<file path="config.mk">
export PLATFORM = sky130hd
export DESIGN_NAME = pipe_addsub_flat
export DESIGN_NICKNAME = d
export VERILOG_FILES = /design/src/rtl/pipe_addsub_pkg.sv /design/src/rtl/pipe_addsub_if.sv /design/src/rtl/pipe_addsub_chunk.sv /design/src/rtl/pipe_addsub.sv /design/src/flat_wrapper.sv
export SDC_FILE = /design/constraint.sdc
export NUM_CORES = 1
export LEC_CHECK = 0
export CORE_ASPECT_RATIO = 1.5
export CORE_MARGIN = 3
export CORE_UTILIZATION = 41
export CTS_BUF_LIST = sky130_fd_sc_hd__clkbuf_4 sky130_fd_sc_hd__clkbuf_8
export CTS_CLUSTER_DIAMETER = 100
export CTS_CLUSTER_SIZE = 12
export DETAILED_ROUTE_END_ITERATION = 6
export HOLD_SLACK_MARGIN = 0.05
export PLACE_DENSITY_LB_ADDON = 0.3
export REMOVE_ABC_BUFFERS = 1
export SLEW_MARGIN = 10
export SYNTH_ARGS = -nofsm -noshare
export SYNTH_HDL_FRONTEND = slang
export SYNTH_HIERARCHICAL = 1
export SYNTH_SLANG_ARGS = --single-unit
export TNS_END_PERCENT = 5
</file>
<file path="constraint.sdc">
create_clock -name clk -period 3.4 [get_ports clk]
set_input_delay 0.68 -clock clk [delete_from_list [all_inputs] [get_ports clk]]
set_output_delay 0.68 -clock clk [all_outputs]
set_load 0.005 [all_outputs]
</file>
<file path="src/rtl/pipe_addsub_pkg.sv">
// Shared constants and helpers for the pipelined add/subtract unit.
package pipe_addsub_pkg;

    localparam logic OP_ADD = 1'b0;
    localparam logic OP_SUB = 1'b1;

    // Number of carry-propagate stages needed to cover width bits in chunk-bit slices.
    function automatic int calc_stages(input int width, input int chunk);
        return (width + chunk - 1) / chunk;
    endfunction

endpackage

</file>
<file path="src/rtl/pipe_addsub_if.sv">
// Operand/result handshake bundle for pipe_addsub.
interface pipe_addsub_if #(
    parameter int WIDTH = 8
);
    logic             in_valid;
    logic             in_ready;
    logic [WIDTH-1:0] in_a;
    logic [WIDTH-1:0] in_b;
    logic             in_cin;
    logic             in_sub;
    logic             out_valid;
    logic             out_ready;
    logic [WIDTH-1:0] out_sum;
    logic             out_cout;
    logic             out_ovf;

    modport slave (
        input  in_valid, in_a, in_b, in_cin, in_sub, out_ready,
        output in_ready, out_valid, out_sum, out_cout, out_ovf
    );

    modport master (
        output in_valid, in_a, in_b, in_cin, in_sub, out_ready,
        input  in_ready, out_valid, out_sum, out_cout, out_ovf
    );
endinterface

</file>
<file path="src/rtl/pipe_addsub_chunk.sv">
// Combinational ripple-carry slice; also exposes the carry into its MSB so the
// last slice can form the signed-overflow flag.
module addsub_chunk #(
    parameter int CHUNK = 4
) (
    input  logic [CHUNK-1:0] i_a,
    input  logic [CHUNK-1:0] i_b,
    input  logic             i_cin,
    output logic [CHUNK-1:0] o_sum,
    output logic             o_cout,
    output logic             o_cmsb
);

    logic [CHUNK:0] w_carry;

    // Full-adder chain, LSB first.
    always_comb begin
        w_carry[0] = i_cin;
        for (int i = 0; i < CHUNK; i++) begin
            o_sum[i]     = i_a[i] ^ i_b[i] ^ w_carry[i];
            w_carry[i+1] = (i_a[i] & i_b[i]) | (w_carry[i] & (i_a[i] ^ i_b[i]));
        end
    end

    assign o_cout = w_carry[CHUNK];
    assign o_cmsb = w_carry[CHUNK-1];

endmodule

</file>
<file path="src/rtl/pipe_addsub.sv">
// Pipelined add/subtract: one CHUNK-bit carry slice per register stage, with a
// single global advance so every stage moves or freezes together.
module pipe_addsub
    import pipe_addsub_pkg::*;
#(
    parameter int WIDTH = 8,
    parameter int CHUNK = 4
) (
    input logic          clk,
    input logic          rst,
    pipe_addsub_if.slave bus
);

    localparam int STAGES = calc_stages(WIDTH, CHUNK);

    logic             r_valid [STAGES];
    logic [WIDTH-1:0] r_a     [STAGES];
    logic [WIDTH-1:0] r_b     [STAGES];
    logic [WIDTH-1:0] r_sum   [STAGES];
    logic             r_carry [STAGES];
    logic             r_ovf   [STAGES];

    logic             w_src_valid [STAGES];
    logic [WIDTH-1:0] w_src_a     [STAGES];
    logic [WIDTH-1:0] w_src_b     [STAGES];
    logic [WIDTH-1:0] w_src_sum   [STAGES];
    logic             w_src_carry [STAGES];
    logic [WIDTH-1:0] w_sum_nxt   [STAGES];
    logic             w_cout      [STAGES];
    logic             w_ovf_nxt   [STAGES];
    logic             w_adv;
    logic             w_unused;

    assign w_adv        = !r_valid[STAGES-1] || bus.out_ready;
    assign bus.in_ready = w_adv && !rst;

    generate
        for (genvar k = 0; k < STAGES; k++) begin : g_stage
            localparam int LO = k * CHUNK;
            localparam int W  = (k == STAGES - 1) ? (WIDTH - LO) : CHUNK;
            localparam logic [WIDTH-1:0] MASK = ({WIDTH{1'b1}} >> (WIDTH - W)) << LO;

            logic [W-1:0]     w_chunk_sum;
            logic [WIDTH-1:0] w_chunk_ext;
            logic             w_cmsb;

            // Stage 0 takes the raw beat; subtraction becomes a + ~b + ~borrow.
            if (k == 0) begin : g_head
                assign w_src_valid[k] = bus.in_valid;
                assign w_src_a[k]     = bus.in_a;
                assign w_src_b[k]     = (bus.in_sub == OP_SUB) ? ~bus.in_b : bus.in_b;
                assign w_src_carry[k] = (bus.in_sub == OP_SUB) ? ~bus.in_cin : bus.in_cin;
                assign w_src_sum[k]   = '0;
            end else begin : g_body
                assign w_src_valid[k] = r_valid[k-1];
                assign w_src_a[k]     = r_a[k-1];
                assign w_src_b[k]     = r_b[k-1];
                assign w_src_carry[k] = r_carry[k-1];
                assign w_src_sum[k]   = r_sum[k-1];
            end

            addsub_chunk #(.CHUNK(W)) u_chunk (
                .i_a    (w_src_a[k][LO +: W]),
                .i_b    (w_src_b[k][LO +: W]),
                .i_cin  (w_src_carry[k]),
                .o_sum  (w_chunk_sum),
                .o_cout (w_cout[k]),
                .o_cmsb (w_cmsb)
            );

            assign w_chunk_ext  = WIDTH'(w_chunk_sum);
            assign w_sum_nxt[k] = (w_src_sum[k] & ~MASK) | (w_chunk_ext << LO);
            // Overflow only matters in the last stage, where this slice holds the MSB.
            assign w_ovf_nxt[k] = w_cout[k] ^ w_cmsb;
        end
    endgenerate

    // Stage registers: flushed by reset, otherwise all load together on advance.
    always_ff @(posedge clk) begin
        if (rst) begin
            for (int k = 0; k < STAGES; k++) begin
                r_valid[k] <= 1'b0;
                r_a[k]     <= '0;
                r_b[k]     <= '0;
                r_sum[k]   <= '0;
                r_carry[k] <= 1'b0;
                r_ovf[k]   <= 1'b0;
            end
        end else if (w_adv) begin
            for (int k = 0; k < STAGES; k++) begin
                r_valid[k] <= w_src_valid[k];
                r_a[k]     <= w_src_a[k];
                r_b[k]     <= w_src_b[k];
                r_sum[k]   <= w_sum_nxt[k];
                r_carry[k] <= w_cout[k];
                r_ovf[k]   <= w_ovf_nxt[k];
            end
        end
    end

    // Operand bits already consumed and overflow of non-final stages are dead ends.
    always_comb begin
        w_unused = 1'b0;
        for (int k = 0; k < STAGES; k++) begin
            w_unused = w_unused ^ (^r_a[k]) ^ (^r_b[k]) ^ r_ovf[k];
        end
    end

    assign bus.out_valid = r_valid[STAGES-1];
    assign bus.out_sum   = r_sum[STAGES-1];
    assign bus.out_cout  = r_carry[STAGES-1];
    assign bus.out_ovf   = r_ovf[STAGES-1];

endmodule
</file>
<file path="src/flat_wrapper.sv">
// flat-port wrapper written by rule: the top's interface ports become plain ports
module pipe_addsub_flat import pipe_addsub_pkg::*;
#(
    parameter int WIDTH = 8,
    parameter int CHUNK = 4
)
  (clk, rst, bus_in_valid, bus_in_a, bus_in_b, bus_in_cin, bus_in_sub, bus_out_ready, bus_in_ready, bus_out_valid, bus_out_sum, bus_out_cout, bus_out_ovf);
  pipe_addsub_if #(.WIDTH(WIDTH)) bus_i ();
  input logic clk;
  input logic rst;
  input wire logic [$bits(bus_i.in_valid)-1:0] bus_in_valid;
  input wire logic [$bits(bus_i.in_a)-1:0] bus_in_a;
  input wire logic [$bits(bus_i.in_b)-1:0] bus_in_b;
  input wire logic [$bits(bus_i.in_cin)-1:0] bus_in_cin;
  input wire logic [$bits(bus_i.in_sub)-1:0] bus_in_sub;
  input wire logic [$bits(bus_i.out_ready)-1:0] bus_out_ready;
  output wire logic [$bits(bus_i.in_ready)-1:0] bus_in_ready;
  output wire logic [$bits(bus_i.out_valid)-1:0] bus_out_valid;
  output wire logic [$bits(bus_i.out_sum)-1:0] bus_out_sum;
  output wire logic [$bits(bus_i.out_cout)-1:0] bus_out_cout;
  output wire logic [$bits(bus_i.out_ovf)-1:0] bus_out_ovf;
  assign bus_i.in_valid = bus_in_valid;
  assign bus_i.in_a = bus_in_a;
  assign bus_i.in_b = bus_in_b;
  assign bus_i.in_cin = bus_in_cin;
  assign bus_i.in_sub = bus_in_sub;
  assign bus_i.out_ready = bus_out_ready;
  assign bus_in_ready = bus_i.in_ready;
  assign bus_out_valid = bus_i.out_valid;
  assign bus_out_sum = bus_i.out_sum;
  assign bus_out_cout = bus_i.out_cout;
  assign bus_out_ovf = bus_i.out_ovf;
  pipe_addsub #(.WIDTH(WIDTH), .CHUNK(CHUNK)) u_core (.clk(clk), .rst(rst), .bus(bus_i));
endmodule
</file>
# Word-level counts from Yosys, hierarchy flattened
# Memory sizes are Yosys's and may differ from the RTL's.
# Cells that the tools add are included.
# totals
memories,6
register_bits,0
rom_bits,0
latchBits,0
ram_bits,54
# op_classes
mux,19
shift,0
add_sub_neg,0
div_mod_pow,0
n_lt_le_gt_ge,0
mul,0
bitwise,57
n_reduce_logical,4
eq_ne,0
# mem_list
memory,words,width,rd,rd_clocked_by_memory_dff,write_ports,line_no,text
u_core.r_a,2,8,1,0,2,pipe_addsub.sv:17,logic [WIDTH-1:0] r_a [STAGES];
u_core.r_b,2,8,1,0,2,pipe_addsub.sv:18,logic [WIDTH-1:0] r_b [STAGES];
u_core.r_sum,2,8,2,0,2,pipe_addsub.sv:19,logic [WIDTH-1:0] r_sum [STAGES];
u_core.r_carry,2,1,2,0,2,pipe_addsub.sv:20,logic r_carry [STAGES];
u_core.r_ovf,2,1,1,0,2,pipe_addsub.sv:21,logic r_ovf [STAGES];
u_core.r_valid,2,1,2,0,2,pipe_addsub.sv:16,logic r_valid [STAGES];
# ops
cell,n
$mux 8,7
$or 1x1->1,20
$xor 1x1->1,18
$and 1x1->1,16
$mux 1,12
$not 8->8,1
$or 4x8->8,1
$logic_not 1->1,2
$logic_and 1x1->1,1
$logic_or 1x1->1,1
$not 1->1,1

# Longest topological paths before layout
# logic_depth
ltp_word,13
ltp_mapped,9
depth_no_buf,8

# Cells and area by module
# The synthesis kept the hierarchy.
# modules_own_cells
module,seq_area_each_um2,n_inst,area_each_um2,cells_each
pipe_addsub,750.7,1,1251.2,78
addsub_chunk,0.0,2,110.1,12

# Worst setup path after synthesis
# Ideal clock, no wire load.
# synth_timing
kind,input-to-reg
start,input port bus_in_sub
end,memory u_core.r_sum[0][3] (data pin)
n_path_buf,1
arrival_time_ps,2586
stages,9
setup_time_ps,263
required_time_ps,3137
setup_slack_ps,551
cell_sequence,buf_4 > xor2_1 > fa_1 > inv_1 > fa_1 > fa_1 > inv_1 > fa_1 > nor3b_2
# synth_rtl
element,line_no,text
from (decl),flat_wrapper.sv:15,input wire logic [$bits(bus_i.in_sub)-1:0] bus_in_sub;
to (decl),pipe_addsub.sv:19,

==> results.toml <==
[run_status]
outcome = "finished clean"

[floorplanning]
initial_core_util = 0.431
dieArea_um2 = 4360
die_h_um = 79.4
io_pins = 34
die_x_um = 54.9
std_cell_rows = 26
core_um2 = 3420

[layout]
finish.utilization = 0.533
design_area_um2 = 1820
final_nets = 160
area_growth_pct = 23.6
stdcell_count = 171
diodes = 0
drive_gt1_frac = 0.225

[clocking]
cts_hold_buf = 0
post_cts_resize_count = 0
clk_root_buffer_cell = "clkbuf_8"
htreeDepth = 1
clkSinkCount = 25
worstSkewPairLatency_ns = 0.26
clockBufferDepth = 2
cts_tree = "yes"
cts_buffers = 3
cts_setup_buffers = 0
clk_pin_slew_ns = 0.08

[placement]
hpwl_um = 1570
port_buffers = 33
placed_area_um2 = 1770
place_inst = 167
gp_congestion = 0.672
pre_cts_ws_ns = 0.0724

[min_path]
hold_path_startpoint = "u_core/r_valid[0][0]"
hp-class = "reg -> reg"

[setup_path]
critPathLaunch = "bus_in_sub"
reg2reg_from = "u_core/r_a[0][4]"
rrSetupSlack_ns = 1.08
start_kind = "primary input"
cp-end-kind = "flop"
cp.required_ns = 3.41
arrival_ns = 3.04
cp_max_fo = 7
worst-setup-path-type = "in -> reg"

[timing]
min_period_over_period = 0.890
rsz0062_at_grt = "no"
period_minus_slack_ns = 3.03
layout_setup_ws_ns = 0.373
slew_headroom = 0.753
hold_violations = 0
worstMarginPinSlew_ns = 0.371
finalSetupViolCount = 0
fmax_ghz = 0.330
drv_slew = 0
hold_slack_ns = 0.572
fin_setup_tns_ns = 0
finClkSkew_ns = 0.00184

[grt]
gr-usage-met1 = 0.108
grt_usage = 0.105
use_met2 = 0.193
grt.busiest_layer = "met2"
grt_overflow = 0
antenna_found_initial = 0
grt_pass1_vias = 797
grt_pass1_wl_um = 3310
use_met3 = 0.00561
grt_max_degree = 27

[drt]
via_per_inst = 4.60
wl_per_cell_um = 11.6
via_count = 787
drt_iter0_markers = 25
drtPass1Iterations = 4
totalWireLength_um = 1990
drc = 0
antenna_left = 0

[synth]
synth_seq_cells = 25
synth-warning-count = 6
yosys_most_used_dff = "edfxtp_1"
synth_top_area_share = 0.510
ys_types = 14
synth_area_um2 = 1470
avgSynthCellArea_um2 = 14.4
yosysMostFrequentCell = "edfxtp_1"
synth_edf_count = 25
synthArstFlopShare = 0
yosys.area.top_type = "edfxtp_1"
yosysSeqAreaShare = 0.510
synth.area.top_cells = "edfxtp_1, nor3b_2, fa_1, buf_4, inv_1"
synthCells = 102
ys_top_cells_by_count = "edfxtp_1, inv_1, nor3b_2"

[power]
p_seq_frac = 0.541
p_sw_mw = 0.158
power.internal_mw = 0.565
irDropWorstVdd_mv = 0.196
power.density_nw_per_um2 = 397
leakagePower_nw = 0.717
total_power_mw = 0.722
switching_share = 0.218
comb_power_share = 0.227
p_clk_frac = 0.232

[job]
maxCapViolations = 0
==> logic make-up after synthesis <==
logic type                 share of synthesized area
DFF                                            0.510
adders and majority gates                      0.109
buffers and inverters                          0.122
xor gates and xnor gates                      0.0595
and+or+nand+nor                                0.200
==> worst paths after layout <==
path | cells past startpoint | to
max | 9 | u_core/r_sum[0][3]
min | 1 | u_core/r_valid[0][1]
max reg2reg | 7 | u_core/r_sum[0][15]
min reg2reg | 1 | u_core/r_valid[0][1]
==> sequential cells by signal, summed over array words and instances (netlist names) <==
register and cells:
u_core/r_b 4, u_core/r_a 4, u_core/r_valid 2, u_core/r_sum 12, u_core/r_carry 2, u_core/r_ovf 1
==> power groups by stage <==
stage / registers [mW] / clock network (mW) / logic [mW]
5_1_grt: 0.394 / 0.187 / 0.183
2_1_floorplan: 0.400 / 0 / 0.0777
3_3_place_gp: 0.397 / 0 / 0.163
3_5_place_dp: 0.398 / 0 / 0.167
6_report: 0.391 / 0.168 / 0.164
4_1_cts: 0.391 / 0.175 / 0.168
==> routing by layer <==
| layer | vias to the layer above | share of wire |
|---|---|---|
| li1 | 380 | - |
| met1 | 375 | 0.34 |
| met2 | 27 | 0.58 |
| met3 | 5 | 0.056 |
| met4 | 0 | 0.030 |
| met5 | - | 0 |
==> worst max-delay path, cell delays in order <==
cell and delay (ns):
clkdlybuf4s50_1 0.53, buf_4 0.20, xor2_1 0.15, inv_1 0.07, fa_1 0.40, fa_1 0.37
inv_1 0.08, fa_1 0.39, nor3b_2 0.16
==> area by class of cell <==
type	instances	area [µm²]
Tap cell	42	52.6
Clock inverter	1	5.00
Multi-Input combinational cell	46	542
Fill cell	307	1600
Sequential cell	25	751
Inverter	16	60.1
Clock buffer	3	41.3
Timing Repair Buffer	38	368
==> cell usage in the layout (no fill, tap or decap), drive strengths merged, types with 3 or more instances in the layout <==
master         instances
xor2                   5
clkdlybuf4s50         33
edfxtp                25
nor3                   5
fa                     8
clkbuf                 3
nor3b                 20
buf                    5
inv                   16
xnor2                  5
Note: power is estimated with default switching activity, not from simulation.
